## src/rtl/hall_call_dispatcher.sv

```systemverilog
// Latches hall calls and hands each to the cheaper car, one call per 4 cycles (IDLE/SCAN/SCORE/ASSIGN).
// A call sampled while idle lands in FloorDestinations 4 edges later; HOLD freezes the FSM but keeps latching.
module hall_call_dispatcher #(
  parameter  int NUM_FLOORS = 6,
  parameter  int POS_W      = 4,
  parameter  int COST_W     = 5,
  localparam int FLR_W      = (NUM_FLOORS > 1) ? $clog2(NUM_FLOORS) : 1
) (
  input  logic                    clk,
  input  logic                    rst,
  input  logic [1:0]              simState,
  input  logic [NUM_FLOORS-1:0]   hall_req,
  input  logic [2*POS_W-1:0]      half_elevatorPositions,
  input  logic [1:0]              directions,
  input  logic [1:0]              arrived,
  output logic [2*NUM_FLOORS-1:0] FloorDestinations,
  output logic [NUM_FLOORS-1:0]   FloorsRequested,
  output logic                    assign_valid,
  output logic                    assign_car,
  output logic [FLR_W-1:0]        assign_floor,
  output logic                    busy
);

  typedef enum logic [1:0] {
    IDLE   = 2'd0,
    SCAN   = 2'd1,
    SCORE  = 2'd2,
    ASSIGN = 2'd3
  } state_t;

  localparam logic [POS_W-1:0]  POS_MAX = POS_W'(2 * (NUM_FLOORS - 1));
  localparam logic [COST_W-1:0] AWAY_PENALTY = COST_W'(2 * NUM_FLOORS);

  state_t                  state_q, state_d;
  logic [NUM_FLOORS-1:0]   pend_q, pend_d;
  logic [2*NUM_FLOORS-1:0] dest_q, dest_d;
  logic [FLR_W-1:0]        ptr_q, ptr_d;
  logic [FLR_W-1:0]        tgt_q, tgt_d;
  logic [COST_W-1:0]       cost_l_q, cost_l_d;
  logic [COST_W-1:0]       cost_r_q, cost_r_d;
  logic                    av_q, av_d;
  logic                    acar_q, acar_d;
  logic [FLR_W-1:0]        afloor_q, afloor_d;

  logic [POS_W-1:0]        pos_l, pos_r;
  logic                    run, halt;
  logic                    scan_hit;
  logic [FLR_W-1:0]        scan_idx;
  logic [NUM_FLOORS-1:0]   arr_l, arr_r;
  logic [NUM_FLOORS-1:0]   new_req;
  logic [NUM_FLOORS-1:0]   tgt_mask;
  logic [NUM_FLOORS-1:0]   pend_clr;
  logic [2*NUM_FLOORS-1:0] set_mask;
  logic                    win_r;

  function automatic logic [POS_W-1:0] clamp_pos(input logic [POS_W-1:0] p);
    clamp_pos = (p > POS_MAX) ? POS_MAX : p;
  endfunction

  // Distance to the floor, plus a penalty when a busy car is heading away from it.
  function automatic logic [COST_W-1:0] car_cost(
    input logic [POS_W-1:0] pos,
    input logic [FLR_W-1:0] f,
    input logic             up,
    input logic             has_dest
  );
    logic [COST_W-1:0] p;
    logic [COST_W-1:0] t;
    logic [COST_W-1:0] d;
    logic              away;
    p    = COST_W'(pos);
    t    = COST_W'(f) << 1;
    d    = (p >= t) ? (p - t) : (t - p);
    away = has_dest && ((up && (t < p)) || (!up && (t > p)));
    car_cost = d + (away ? AWAY_PENALTY : '0);
  endfunction

  // Only an even (at-floor) position inside the shaft counts as an arrival.
  function automatic logic [NUM_FLOORS-1:0] arrive_mask(
    input logic [POS_W-1:0] pos,
    input logic             arr
  );
    arrive_mask = '0;
    if (arr && !pos[0] && (int'(pos >> 1) < NUM_FLOORS)) begin
      arrive_mask = NUM_FLOORS'(1) << (pos >> 1);
    end
  endfunction

  assign pos_l = clamp_pos(half_elevatorPositions[POS_W-1:0]);
  assign pos_r = clamp_pos(half_elevatorPositions[2*POS_W-1:POS_W]);
  assign run   = (simState == 2'b01);
  assign halt  = (simState == 2'b00);
  assign arr_l = arrive_mask(half_elevatorPositions[POS_W-1:0], arrived[0]);
  assign arr_r = arrive_mask(half_elevatorPositions[2*POS_W-1:POS_W], arrived[1]);

  // Round-robin search: walk downward so the lowest offset from ptr wins.
  always_comb begin
    int                    j;
    logic [NUM_FLOORS-1:0] pend_sh;
    j        = 0;
    pend_sh  = '0;
    scan_hit = 1'b0;
    scan_idx = '0;
    for (int i = NUM_FLOORS - 1; i >= 0; i--) begin
      j       = (int'(ptr_q) + i) % NUM_FLOORS;
      pend_sh = pend_q >> j;
      if (pend_sh[0]) begin
        scan_hit = 1'b1;
        scan_idx = FLR_W'(j);
      end
    end
  end

  always_comb begin
    state_d  = state_q;
    ptr_d    = ptr_q;
    tgt_d    = tgt_q;
    cost_l_d = cost_l_q;
    cost_r_d = cost_r_q;
    av_d     = 1'b0;
    acar_d   = acar_q;
    afloor_d = afloor_q;
    win_r    = (cost_r_q < cost_l_q);
    tgt_mask = NUM_FLOORS'(1) << tgt_q;
    set_mask = '0;
    pend_clr = '0;

    if (run) begin
      case (state_q)
        IDLE: begin
          if (|pend_q) state_d = SCAN;
        end
        SCAN: begin
          if (scan_hit) begin
            tgt_d   = scan_idx;
            state_d = SCORE;
          end else begin
            state_d = IDLE;
          end
        end
        SCORE: begin
          cost_l_d = car_cost(pos_l, tgt_q, directions[0], |dest_q[NUM_FLOORS-1:0]);
          cost_r_d = car_cost(pos_r, tgt_q, directions[1], |dest_q[2*NUM_FLOORS-1:NUM_FLOORS]);
          state_d  = ASSIGN;
        end
        ASSIGN: begin
          set_mask = win_r ? {tgt_mask, {NUM_FLOORS{1'b0}}} : {{NUM_FLOORS{1'b0}}, tgt_mask};
          pend_clr = tgt_mask;
          av_d     = 1'b1;
          acar_d   = win_r;
          afloor_d = tgt_q;
          ptr_d    = (tgt_q == FLR_W'(NUM_FLOORS - 1)) ? '0 : tgt_q + 1'b1;
          state_d  = IDLE;
        end
        default: state_d = IDLE;
      endcase
    end

    // Calls already owned by a car, or answered by an arrival this cycle, are absorbed.
    new_req = hall_req & ~(dest_q[NUM_FLOORS-1:0] | dest_q[2*NUM_FLOORS-1:NUM_FLOORS])
                       & ~(arr_l | arr_r);
    pend_d  = (pend_q | new_req) & ~pend_clr;
    dest_d  = (dest_q | set_mask) & ~{arr_r, arr_l};

    if (halt) begin
      state_d = IDLE;
      pend_d  = '0;
      dest_d  = '0;
      av_d    = 1'b0;
    end
  end

  always_ff @(posedge clk) begin
    if (!rst) begin
      state_q  <= IDLE;
      pend_q   <= '0;
      dest_q   <= '0;
      ptr_q    <= '0;
      tgt_q    <= '0;
      cost_l_q <= '0;
      cost_r_q <= '0;
      av_q     <= 1'b0;
      acar_q   <= 1'b0;
      afloor_q <= '0;
    end else begin
      state_q  <= state_d;
      pend_q   <= pend_d;
      dest_q   <= dest_d;
      ptr_q    <= ptr_d;
      tgt_q    <= tgt_d;
      cost_l_q <= cost_l_d;
      cost_r_q <= cost_r_d;
      av_q     <= av_d;
      acar_q   <= acar_d;
      afloor_q <= afloor_d;
    end
  end

  assign FloorDestinations = dest_q;
  assign FloorsRequested   = pend_q;
  assign assign_valid      = av_q;
  assign assign_car        = acar_q;
  assign assign_floor      = afloor_q;
  assign busy              = (state_q != IDLE);

endmodule
```

## config.mk

```make
export PLATFORM = sky130hd
export DESIGN_NAME = hall_call_dispatcher
export DESIGN_NICKNAME = d
export VERILOG_FILES = /design/src/rtl/hall_call_dispatcher.sv
export SDC_FILE = /design/constraint.sdc
export NUM_CORES = 1
export LEC_CHECK = 0
export ABC_AREA = 1
export CAP_MARGIN = 20
export CORE_MARGIN = 3
export CORE_UTILIZATION = 51
export DETAILED_ROUTE_END_ITERATION = 10
export GPL_ROUTABILITY_DRIVEN = 0
export PLACE_DENSITY = 0.8
export SETUP_SLACK_MARGIN = 0.05
export SYNTH_ARGS = -nofsm -noshare
export SYNTH_HDL_FRONTEND = slang
export SYNTH_SLANG_ARGS = --single-unit
```

## constraint.sdc

```tcl
create_clock -name clk -period 3.5 [get_ports clk]
set_clock_uncertainty 0.05 [all_clocks]
set_input_delay 0.7 -clock clk [delete_from_list [all_inputs] [get_ports clk]]
set_output_delay 0.7 -clock clk [all_outputs]
set_load 0.02 [all_outputs]
```

==> flow_metrics.tcl <==
set metrics [dict create \
    path_common_cell "inv_1" \
    synth_area_per_cell_sq_um 6.74 \
    drt_iter0_drc 250 \
    cp_max_fo 4 \
    tightest_slew_ps 664 \
    setup_tns_ps 0 \
    die-width_um 91.6 \
    synthCells 555 \
    yosys-top-cells-area "dfxtp_1, ha_1, inv_1" \
    use_met1_pct 35.3 \
    crit_path_start_kind "input pin" \
    leakagePower_nw 2.28 \
    clkPwrFrac_pct 38.2 \
    synth_seq_cells 41 \
    syn_area_sq_mm 0.00374 \
    synth_fa_ha_area_share_pct 18.0 \
    yosys.area.top_type "dfxtp_1" \
    swShare_pct 27.1 \
    synthesis.nets 626 \
    dr.pass1.iters 6 \
    yosysSeqAreaShare_pct 22.0 \
    grt_use_total_pct 25.7 \
    p_sw_uw 323 \
    synth-compound-area-share_pct 14.9 \
    end_kind "register" \
    port_buffers 45 \
    route.vias.total 4041 \
    seqCellArea_sq_um 821 \
    slew_headroom_pct 55.3 \
    hpwlAfterDp_um 8330 \
    nets 703 \
    path_cells "dlygate4sd2_1 -> a21oi_2 -> ha_2 -> inv_1 -> fa_2 -> fa_1 -> inv_1 -> nand2_1 -> buf_4 -> nor2_2 -> a22oi_2 -> fa_2 -> xor2_1 -> o21ai_1 -> inv_1" \
    area_growth_pct 26.1 \
    required_ps 3640 \
    finalSetupViolations 0 \
    gr-total-overflow 0 \
    yosys.area_share.simple_pct 33.1 \
    grt_pass1_vias 3865 \
    antenna_left 0 \
    finalCritPeriodShare_pct 89.8 \
    routed_via_density 5.54 \
    grt_max_degree 18 \
    max_cap_violations 0 \
    antenna_cells 0 \
    critical_path_class "in2reg" \
    ys_types 45 \
    stdcell_count 729 \
    dieArea_sq_mm 0.00839 \
    wire_per_inst_um 14.7 \
    multiInputGateArea_sq_mm 0.00255 \
    fp.dieH_um 91.6 \
    htree_levels 2 \
    worstPathBufferInverterCount 5 \
    cts_root_buf "clkbuf_8" \
    cts.sinks 41 \
    hold_path.startpoint "assign_floor[0]" \
    worstHoldEndpoint "assign_floor[0]" \
    grt_setup_unrepaired "no" \
    critPathArrivalTime_ps 3290 \
    p_int_uw 868 \
    drive_above_1_share_pct 15.8 \
    status "completed" \
    num_rows 30 \
    fillerInstances 575 \
    fin_util_pct 67.9 \
    synth_top_area_share_pct 22.0 \
    min_path_type "reg2reg" \
    crit_family "adder cells" \
    critPathMaxStageDelay_ps 370 \
    start_util_pct 53.8 \
    drc_errors 0 \
    busiest_layer "met2" \
    ys_warn_count 0 \
    critPathSlowestCell "fa_1" \
    worst-r2r-setup-slack_ps 500 \
    grt_pass1_wl_um 17700 \
    gr-usage-met3_pct 4.27 \
    hold_violations 0 \
    top_level_ports 46 \
    powerDensity_mw_per_mm2 253 \
    synth_top_family_by_area "simple AND/OR/NAND/NOR gates" \
    dp_cells 721 \
    clkLatencyLatePin_ps 290 \
    grt_antenna_before_repair 0 \
    wirelength_um 10700 \
    coreArea_sq_mm 0.00694 \
    synth_mux_area_share_pct 0.301 \
    cts_tree "built" \
    clkTransAtPathRegs_ps 80 \
    fin_crit_ps 3140 \
    power_mw 1.19 \
    holdPathStages 2 \
    synth_xor_area_share_pct 0.703 \
    ctsHoldBuffers 0 \
    reg2reg_depth 20 \
    clk_path_buf_depth 2 \
    worstSetupStartpoint "half_elevatorPositions[3]" \
    fmax_mhz 318 \
    slew_violations 0 \
    cts_made_buffers 5 \
    p_seq_share_pct 40.5 \
    r2r_start "ptr_q[2]" \
    grtUsageMet2_pct 41.7 \
    power_frac_comb_pct 21.3 \
    worst_ir_drop_vdd_uv 195 \
    timing.rr.end "tgt_q[0]" \
]
how the worst max path moves through the flow:
stage	endpoint	slack, ps	cells past startpoint
after floorplan	cost_r_q[4]	110	16
after global placement	cost_l_q[4]	-210	15
after detailed placement	cost_l_q[4]	-370	15
after CTS	cost_l_q[4]	60	15
after global routing	cost_l_q[4]	180	15
final	cost_l_q[4]	360	15
power groups by stage:
stage	Sequential (mW)	Combinational (mW)	Clock [mW]
detailed placement	0.493	0.241	0
global route	0.483	0.277	0.471
global placement	0.493	0.234	0
floorplan	0.498	0.135	0
CTS	0.482	0.244	0.454
finish	0.482	0.254	0.455
stage by stage:
| step | setup slack (ps) | instance area [sq um] | hold slack [ps] |
|---|---|---|---|
| floorplan | 109 | 3740 | 385 |
| global placement | -214 | 4520 | 404 |
| detailed placement | -372 | 4520 | 413 |
| CTS | 60.2 | 4660 | 425 |
| global route | 178 | 4710 | 465 |
| finish | 358 | 4710 | 421 |
registers in the layout (all words and copies together) (netlist names), named ones only:
| register | count |
|---|---|
| tgt_q | 3 |
| assign_floor | 3 |
| ptr_q | 3 |
| assign_car | 1 |
| FloorDestinations | 12 |
| assign_valid | 1 |
| cost_r_q | 5 |
| FloorsRequested | 6 |
| cost_l_q | 5 |
| state_q | 1 |
cell type report:
cell class | instances | share of cell area, %
multi-input combinational | 407 | 54.2
sequential | 41 | 17.4
timing repair buffer | 79 | 15.2
inverter | 98 | 7.80
tap | 96 | 2.55
clock buffer | 5 | 1.46
clock inverter | 3 | 1.38
layout by cell type, fill, tap and decap left out, types with 2 or more instances in the layout:
master | Yosys | layout
inv_1 | 91 | 91
nand2_1 | 88 | 87
nor2_1 | 62 | 59
dfxtp_1 | 41 | 41
a21oi_1 | 45 | 41
ha_1 | 41 | 40
clkdlybuf4s50_1 | 0 | 39
nand3_1 | 35 | 35
buf_4 | 0 | 34
nor3_1 | 23 | 23
o21ai_0 | 24 | 20
nand2_2 | 15 | 16
inv_2 | 7 | 7
nor2_2 | 4 | 7
o21ai_1 | 4 | 7
a21oi_2 | 3 | 7
nor4_1 | 6 | 6
fa_1 | 8 | 6
o211ai_1 | 5 | 5
clkbuf_8 | 0 | 5
dlymetal6s2s_1 | 0 | 5
o31ai_1 | 4 | 4
nor3b_1 | 4 | 4
a211oi_1 | 4 | 4
nand2_4 | 3 | 3
nand3b_1 | 3 | 3
a21o_1 | 2 | 2
xnor2_1 | 2 | 2
o21ai_2 | 1 | 2
nor2_4 | 2 | 2
nand3_2 | 2 | 2
nand4_1 | 2 | 2
a31oi_1 | 2 | 2
fa_2 | 0 | 2
bufinv_16 | 0 | 2
worst reg2reg max path: stages (launching register included):
cell     delay [ps]
dfxtp_1         550
inv_2           170
ha_1            330
nand2_4         130
nand2_1          70
inv_1            70
ha_1            130
inv_1            40
ha_1            240
inv_1            80
nor2_1           30
o21ai_0         230
inv_1           100
nand3_1          90
nand2_1          90
nand2_2          80
nand4_2         130
nand2_4         120
nand2_1          60
nand2_1          70
a21oi_2          40
synthesized netlist by cell type, drive strengths merged:
cell type / count
a2111oi: 1
a211oi: 4
a21o: 2
a21oi: 48
a22oi: 1
a31oi: 2
and2: 1
buf: 3
clkbuf: 6
dfxtp: 41
fa: 8
ha: 41
inv: 98
mux2: 1
nand2: 106
nand3: 38
nand3b: 3
nand4: 4
nor2: 68
nor3: 24
nor3b: 4
nor4: 7
o211ai: 5
o21ai: 29
o21bai: 1
o221ai: 1
o31ai: 4
or2: 1
xnor2: 2
xor2: 1
logic make-up after synthesis:
logic type | after synthesis
buffers and inverters | 107
flip-flops | 41
adder cells (fa/ha/maj) | 49
XOR/XNOR | 3
AND/OR/NAND/NOR | 256
AO/OA/AOI/OAI | 98
multiplexers | 1
per-layer routing:
layer  vias up  wire [um]
li1       1960          -
met1      1864       4790
met2       197       4830
met3        20        903
met4         0        190
met5         -          0
what timing repair did:
item / in CTS / in global routing
pin swaps: 2 / 6
setup endpoints to repair: 2 / 4
endpoints found under the hold margin: 0 / 0
buffers inserted: 0 / 0
resized for setup: 4 / 19
Power figures use the tool's default switching activity.
